### src/rtl/secim_hakem_pkg.sv
// Shared definitions for the secim_hakem operand-mux arbiter: state encodings,
// slot geometry and a one-hot helper.
package secim_hakem_pkg;

  localparam int SLOT_COUNT = 32;
  localparam int IDX_W      = 5;

  typedef enum logic [1:0] {
    IDLE        = 2'd0,
    SETTLE_WAIT = 2'd1,
    ISSUE       = 2'd2
  } state_t;

  function automatic logic [SLOT_COUNT-1:0] onehot(input logic [IDX_W-1:0] idx);
    return {{(SLOT_COUNT-1){1'b0}}, 1'b1} << idx;
  endfunction

endpackage

### src/rtl/secim_oncelik_kodlayici.sv
// 32-bit rotating priority encoder: the first set request at or after 'start'
// (wrapping 31->0) wins.
module secim_oncelik_kodlayici
  import secim_hakem_pkg::*;
(
  input  logic [SLOT_COUNT-1:0] req,
  input  logic [IDX_W-1:0]      start,
  output logic [IDX_W-1:0]      winner,
  output logic                  any
);

  logic [IDX_W-1:0] idx;

  // Scan from the farthest offset down so the nearest set request overwrites last.
  always_comb begin
    winner = '0;
    any    = 1'b0;
    idx    = '0;
    for (int i = SLOT_COUNT - 1; i >= 0; i--) begin
      idx = start + IDX_W'(i);
      if (req[idx]) begin
        winner = idx;
        any    = 1'b1;
      end else begin
        any    = any;
      end
    end
  end

endmodule

### src/rtl/secim_hakem.sv
// Arbiter/sequencer for the shared 32-to-1 ALU operand mux.
// Define SECIM_HAKEM_RR_EN for round-robin arbitration; otherwise lowest index wins.
module secim_hakem
  import secim_hakem_pkg::*;
#(
  parameter int SETTLE = 1
) (
  input  logic                  clk,
  input  logic                  rst,
  input  logic [SLOT_COUNT-1:0] req,
  input  logic                  alu_ready,
  output logic [IDX_W-1:0]      sel,
  output logic [SLOT_COUNT-1:0] grant,
  output logic                  alu_valid,
  output logic                  busy,
  output logic                  done,
  output logic [IDX_W-1:0]      done_idx
);

  localparam logic [3:0] SETTLE_M1 = (SETTLE == 0) ? 4'd0 : 4'(SETTLE - 1);

  state_t                state, state_next;
  logic [3:0]            count, count_next;
  logic [IDX_W-1:0]      sel_next, done_idx_next, start, winner;
  logic [SLOT_COUNT-1:0] grant_next;
  logic                  done_next, any;

`ifdef SECIM_HAKEM_RR_EN
  logic [IDX_W-1:0] ptr, ptr_next;
  assign start = ptr;
`else
  assign start = '0;
`endif

  secim_oncelik_kodlayici u_kodlayici (
    .req    (req),
    .start  (start),
    .winner (winner),
    .any    (any)
  );

  // Next-state and next-output logic; outputs are registered from these values.
  always_comb begin
    state_next    = state;
    count_next    = count;
    sel_next      = sel;
    grant_next    = grant;
    done_next     = 1'b0;
    done_idx_next = done_idx;
`ifdef SECIM_HAKEM_RR_EN
    ptr_next      = ptr;
`endif
    case (state)
      IDLE: begin
        if (any) begin
          sel_next   = winner;
          grant_next = onehot(winner);
          if (SETTLE == 0) begin
            state_next = ISSUE;
          end else begin
            state_next = SETTLE_WAIT;
            count_next = SETTLE_M1;
          end
        end else begin
          state_next = IDLE;
        end
      end
      SETTLE_WAIT: begin
        if (count == 4'd0) begin
          state_next = ISSUE;
        end else begin
          count_next = count - 4'd1;
        end
      end
      ISSUE: begin
        if (alu_ready) begin
          state_next    = IDLE;
          grant_next    = '0;
          done_next     = 1'b1;
          done_idx_next = sel;
`ifdef SECIM_HAKEM_RR_EN
          ptr_next      = sel + 5'd1;
`endif
        end else begin
          state_next = ISSUE;
        end
      end
      default: begin
        state_next = IDLE;
        grant_next = '0;
      end
    endcase
  end

  // State, counter and all registered outputs.
  always_ff @(posedge clk or posedge rst) begin
    if (rst) begin
      state     <= IDLE;
      count     <= 4'd0;
      sel       <= '0;
      grant     <= '0;
      alu_valid <= 1'b0;
      busy      <= 1'b0;
      done      <= 1'b0;
      done_idx  <= '0;
    end else begin
      state     <= state_next;
      count     <= count_next;
      sel       <= sel_next;
      grant     <= grant_next;
      alu_valid <= (state_next == ISSUE);
      busy      <= (state_next != IDLE);
      done      <= done_next;
      done_idx  <= done_idx_next;
    end
  end

`ifdef SECIM_HAKEM_RR_EN
  // Round-robin pointer; advances only on a completed handshake.
  always_ff @(posedge clk or posedge rst) begin
    if (rst) begin
      ptr <= '0;
    end else begin
      ptr <= ptr_next;
    end
  end
`endif

endmodule

### config.mk
export PLATFORM = sky130hd
export DESIGN_NAME = secim_hakem
export DESIGN_NICKNAME = d
export VERILOG_FILES = /design/src/rtl/secim_hakem_pkg.sv /design/src/rtl/secim_oncelik_kodlayici.sv /design/src/rtl/secim_hakem.sv
export SDC_FILE = /design/constraint.sdc
export NUM_CORES = 1
export LEC_CHECK = 0
export CORE_UTILIZATION = 30
export CTS_CLUSTER_DIAMETER = 50
export CTS_CLUSTER_SIZE = 30
export DETAILED_ROUTE_END_ITERATION = 10
export PLACE_DENSITY_LB_ADDON = 0.3
export SLEW_MARGIN = 15
export SYNTH_ARGS = -nofsm -noshare
export SYNTH_HDL_FRONTEND = slang
export SYNTH_SLANG_ARGS = --single-unit
### constraint.sdc
create_clock -name clk -period 2.93 [get_ports clk]
set_input_delay 0.879 -clock clk [delete_from_list [all_inputs] [get_ports clk]]
set_output_delay 0.879 -clock clk [all_outputs]
set_load 0.01 [all_outputs]
==> out/summary.txt <==
Outcome - finished clean
Quantity of hold-fixing buffers added after cts - 0
Crit-path slowest cell - clkdlybuf4s50_1
Arr. time, crit path - 2.86 ns
Reg2Reg Setup Slack - 1.02 ns
Final routed wire length divided by cell count - 16.0 um
Most common cell after layout, fill and taps aside - clkdlybuf4s50_1
Unrepaired setup endpoints after global routing - false
Measured slew at the worst slew-check pin - 0.575 ns
Part of the Yosys area used for sequential elements - 48.7%
Num Clock Sinks - 51
Global-route wire length before repair - 11.5 mm
Largest cells by area after synthesis - dfrtp_1, o2bb2ai_1, nor4_4, o21ai_0, nor2_1
Clock transition at the register clock pins on the worst setup and hold paths after CTS - 0.09 ns
Final #Nets - 382
Non-filler cells, final - 451
Met3 global-route usage - 3.11%
Timing-limited maximum frequency - 0.381 GHz
Via count of the first global-routing pass - 2346
Reg-to-reg endpoint - grant[24]
Number of fill cells - 807
Residual overflow from global routing - 0
PnR Total Power - 2.17 mW
P_leak - 1.50 nW
Level count of the clock H-tree - 2
Total Wirelength - 7.24 mm
Pre-Repair DR Iteration Count - 4
Critical path required time - 3.16 ns
Library cell with the largest summed area after synthesis - dfrtp_1
Post-route cell area - 3740 um2
Final max-slew violation count - 0
Clock latency on the worst-skew pair - 0.30 ns
Clock tree from TritonCTS - built
Startpoint type of the worst setup path - input pin
Path class of the lowest-slack min-delay path - flip-flop to flip-flop
Most used DFF post-synth - dfrtp_1
IR Drop Worst-Case VDD - 0.221 mV
Post-synthesis average cell area - 10.7 um2
Proportion of layout cells with a drive suffix above 1 - 15.3%
Core Rows - 33
Commonest cells after routing, fill and taps aside - clkdlybuf4s50_1, dfrtp_1, o2bb2ai_1
Netlist cell types - 49
Initial cell density of the core - 31.4%
Routability Congestion - 0.805
Maximum buffer depth of the clock tree - 2
Maximum number of pins on one net before global-route repair - 31
Total negative setup slack - 0 ns
Classification of the worst setup path - input pin to flip-flop
Most crowded layer after global routing - met2
Tightest hold margin - 0.494 ns
Die height - 95.5 um
Launching element of the worst setup path - req[14]
Half-perimeter wire length after detailed placement - 5.56 mm
Area added between synthesis and finish - 42.6%
Series of cell instances along the critical path - clkdlybuf4s50_1, nor4_4, nand4_1, nor4_1, o21ai_0, o2bb2ai_1
Root buffer cell - clkbuf_8
Number of buffers inserted by post-CTS setup repair - 0
Die Area - 9120 um2
Vias after detailed routing - 2373
Final Skew - 0.00845 ns
Max_slew headroom - 61.6%
Cts repair resizes - 0
Post-detailed-route DRC marker count - 0
Met1 Resource Use GR - 22.4%
Crit path time final - 2.63 ns
Detail Route Antenna Nets - 0
Post-route setup slack - 0.303 ns
Count of flip-flops with a built-in enable after synthesis - 0
Post-synthesis instance area - 2620 um2
Number of synthesized register bits - 51
Critical path endpoint category - flip-flop
Number of instances in the synthesized netlist - 246
Placed standard-cell area - 3650 um2
Antenna violations before repair - 0
Pre-CTS setup slack - -0.0217 ns
Startpoint of the worst register-to-register path - state[1]
Port bufs - 79
Boundary Pins - 80
Share of synthesized registers carrying an async set or reset - 100%
Met2 Usage GRT - 26.3%
Total core area - 8340 um2
Die span in x - 95.5 um
Pwr per Cell Area - 580 nW/um2
Net count of the mapped netlist - 282
Cells after DPL - 444
Worst setup path endpoint - grant[24]
FF-to-FF path depth - 5
Count of maximum capacitance violations - 0
Fin crit share - 89.6%
Fin util - 44.8%
Total track usage - 16.2%
Final setup violating endpoints - 0
Maximum fanout along the worst path - 6
Via-per-instance ratio - 5.26
Final count of hold timing violations - 0
Biggest cell delay along the critical path - 0.51 ns
Ant diodes - 0
Ys Warns - 0
Detailed router's first-iteration violation count - 75
CTS Buf Count - 5
Post-synth top area share - 48.7%
-- final cells by class --
| cell class | count | area (um2) | area share (%) |
|---|---|---|---|
| sequential | 51 | 1280 | 34.1 |
| tap | 105 | 131 | 3.51 |
| clock inverter | 1 | 5.00 | 0.134 |
| multi-input combinational | 177 | 1250 | 33.5 |
| inverter | 11 | 41.3 | 1.10 |
| timing repair buffer | 100 | 948 | 25.4 |
| clock buffer | 6 | 82.6 | 2.21 |
-- metal layers --
layer | wire length [um] | share of wire, % | up-vias
met5 | 0 | 0 | -
met4 | 44 | 0.61 | 0
met3 | 386 | 5.3 | 8
met2 | 3430 | 47 | 65
met1 | 3380 | 47 | 1158
li1 | - | - | 1142
-- power by group --
part	switching, mW	total, mW	internal, mW
Combinational	0.416	0.822	0.406
Sequential	0.103	0.937	0.834
Clock	0.223	0.409	0.186
-- cell usage after synthesis (2+ instances only) --
| master | number |
|---|---|
| nor2b_1 | 4 |
| inv_1 | 11 |
| a31oi_1 | 2 |
| a22o_1 | 3 |
| and3_1 | 2 |
| dfrtp_1 | 51 |
| nor2_1 | 18 |
| nand4_1 | 4 |
| o21bai_1 | 2 |
| a21oi_1 | 9 |
| nand3_1 | 10 |
| o31ai_1 | 4 |
| nor4_4 | 4 |
| clkbuf_1 | 2 |
| o311ai_0 | 3 |
| mux2_2 | 5 |
| o2bb2ai_1 | 26 |
| nor3b_1 | 2 |
| buf_6 | 3 |
| nor4_1 | 7 |
| o21ai_0 | 15 |
| nor4_2 | 4 |
| a31o_2 | 3 |
| o22ai_1 | 2 |
| nor3_1 | 9 |
| or4_1 | 2 |
| nand2b_1 | 3 |
| o21a_1 | 2 |
| nand2_1 | 14 |
-- worst max-delay path, delay by kind of cell --
kind	cells	cell delay, ns
AO/OA/AOI/OAI	2	0.35
buffers and inverters	1	0.51
AND/OR/NAND/NOR	3	1.12
-- flip-flops by register name, summed over array words and instances, names as in the netlist --
register / cells
grant: 32
alu_valid: 1
count: 4
sel: 5
done: 1
busy: 1
done_idx: 5
state: 2
-- logic make-up after synthesis --
logic type	count (synthesis)	synth area share, %
AO/OA/AOI/OAI	80	22.9
AND/OR/NAND/NOR	90	22.0
buffers and inverters	18	3.48
multiplexers	6	2.53
adder cells (fa/ha/maj)	1	0.477
flip-flops	51	48.7
-- worst min-delay path by stage --
stage                     cells after the start  slack, ns  startpoint        end
after floorplan                               2       0.51    count[1]   count[1]
after global placement                        1       0.48   grant[11]  grant[11]
after detailed placement                      1       0.47   grant[27]  grant[27]
after CTS                                     1       0.50    grant[9]   grant[9]
after global routing                          1       0.52   grant[26]  grant[26]
final                                         1       0.49    grant[9]   grant[9]
(Power assumes the default switching activity.)
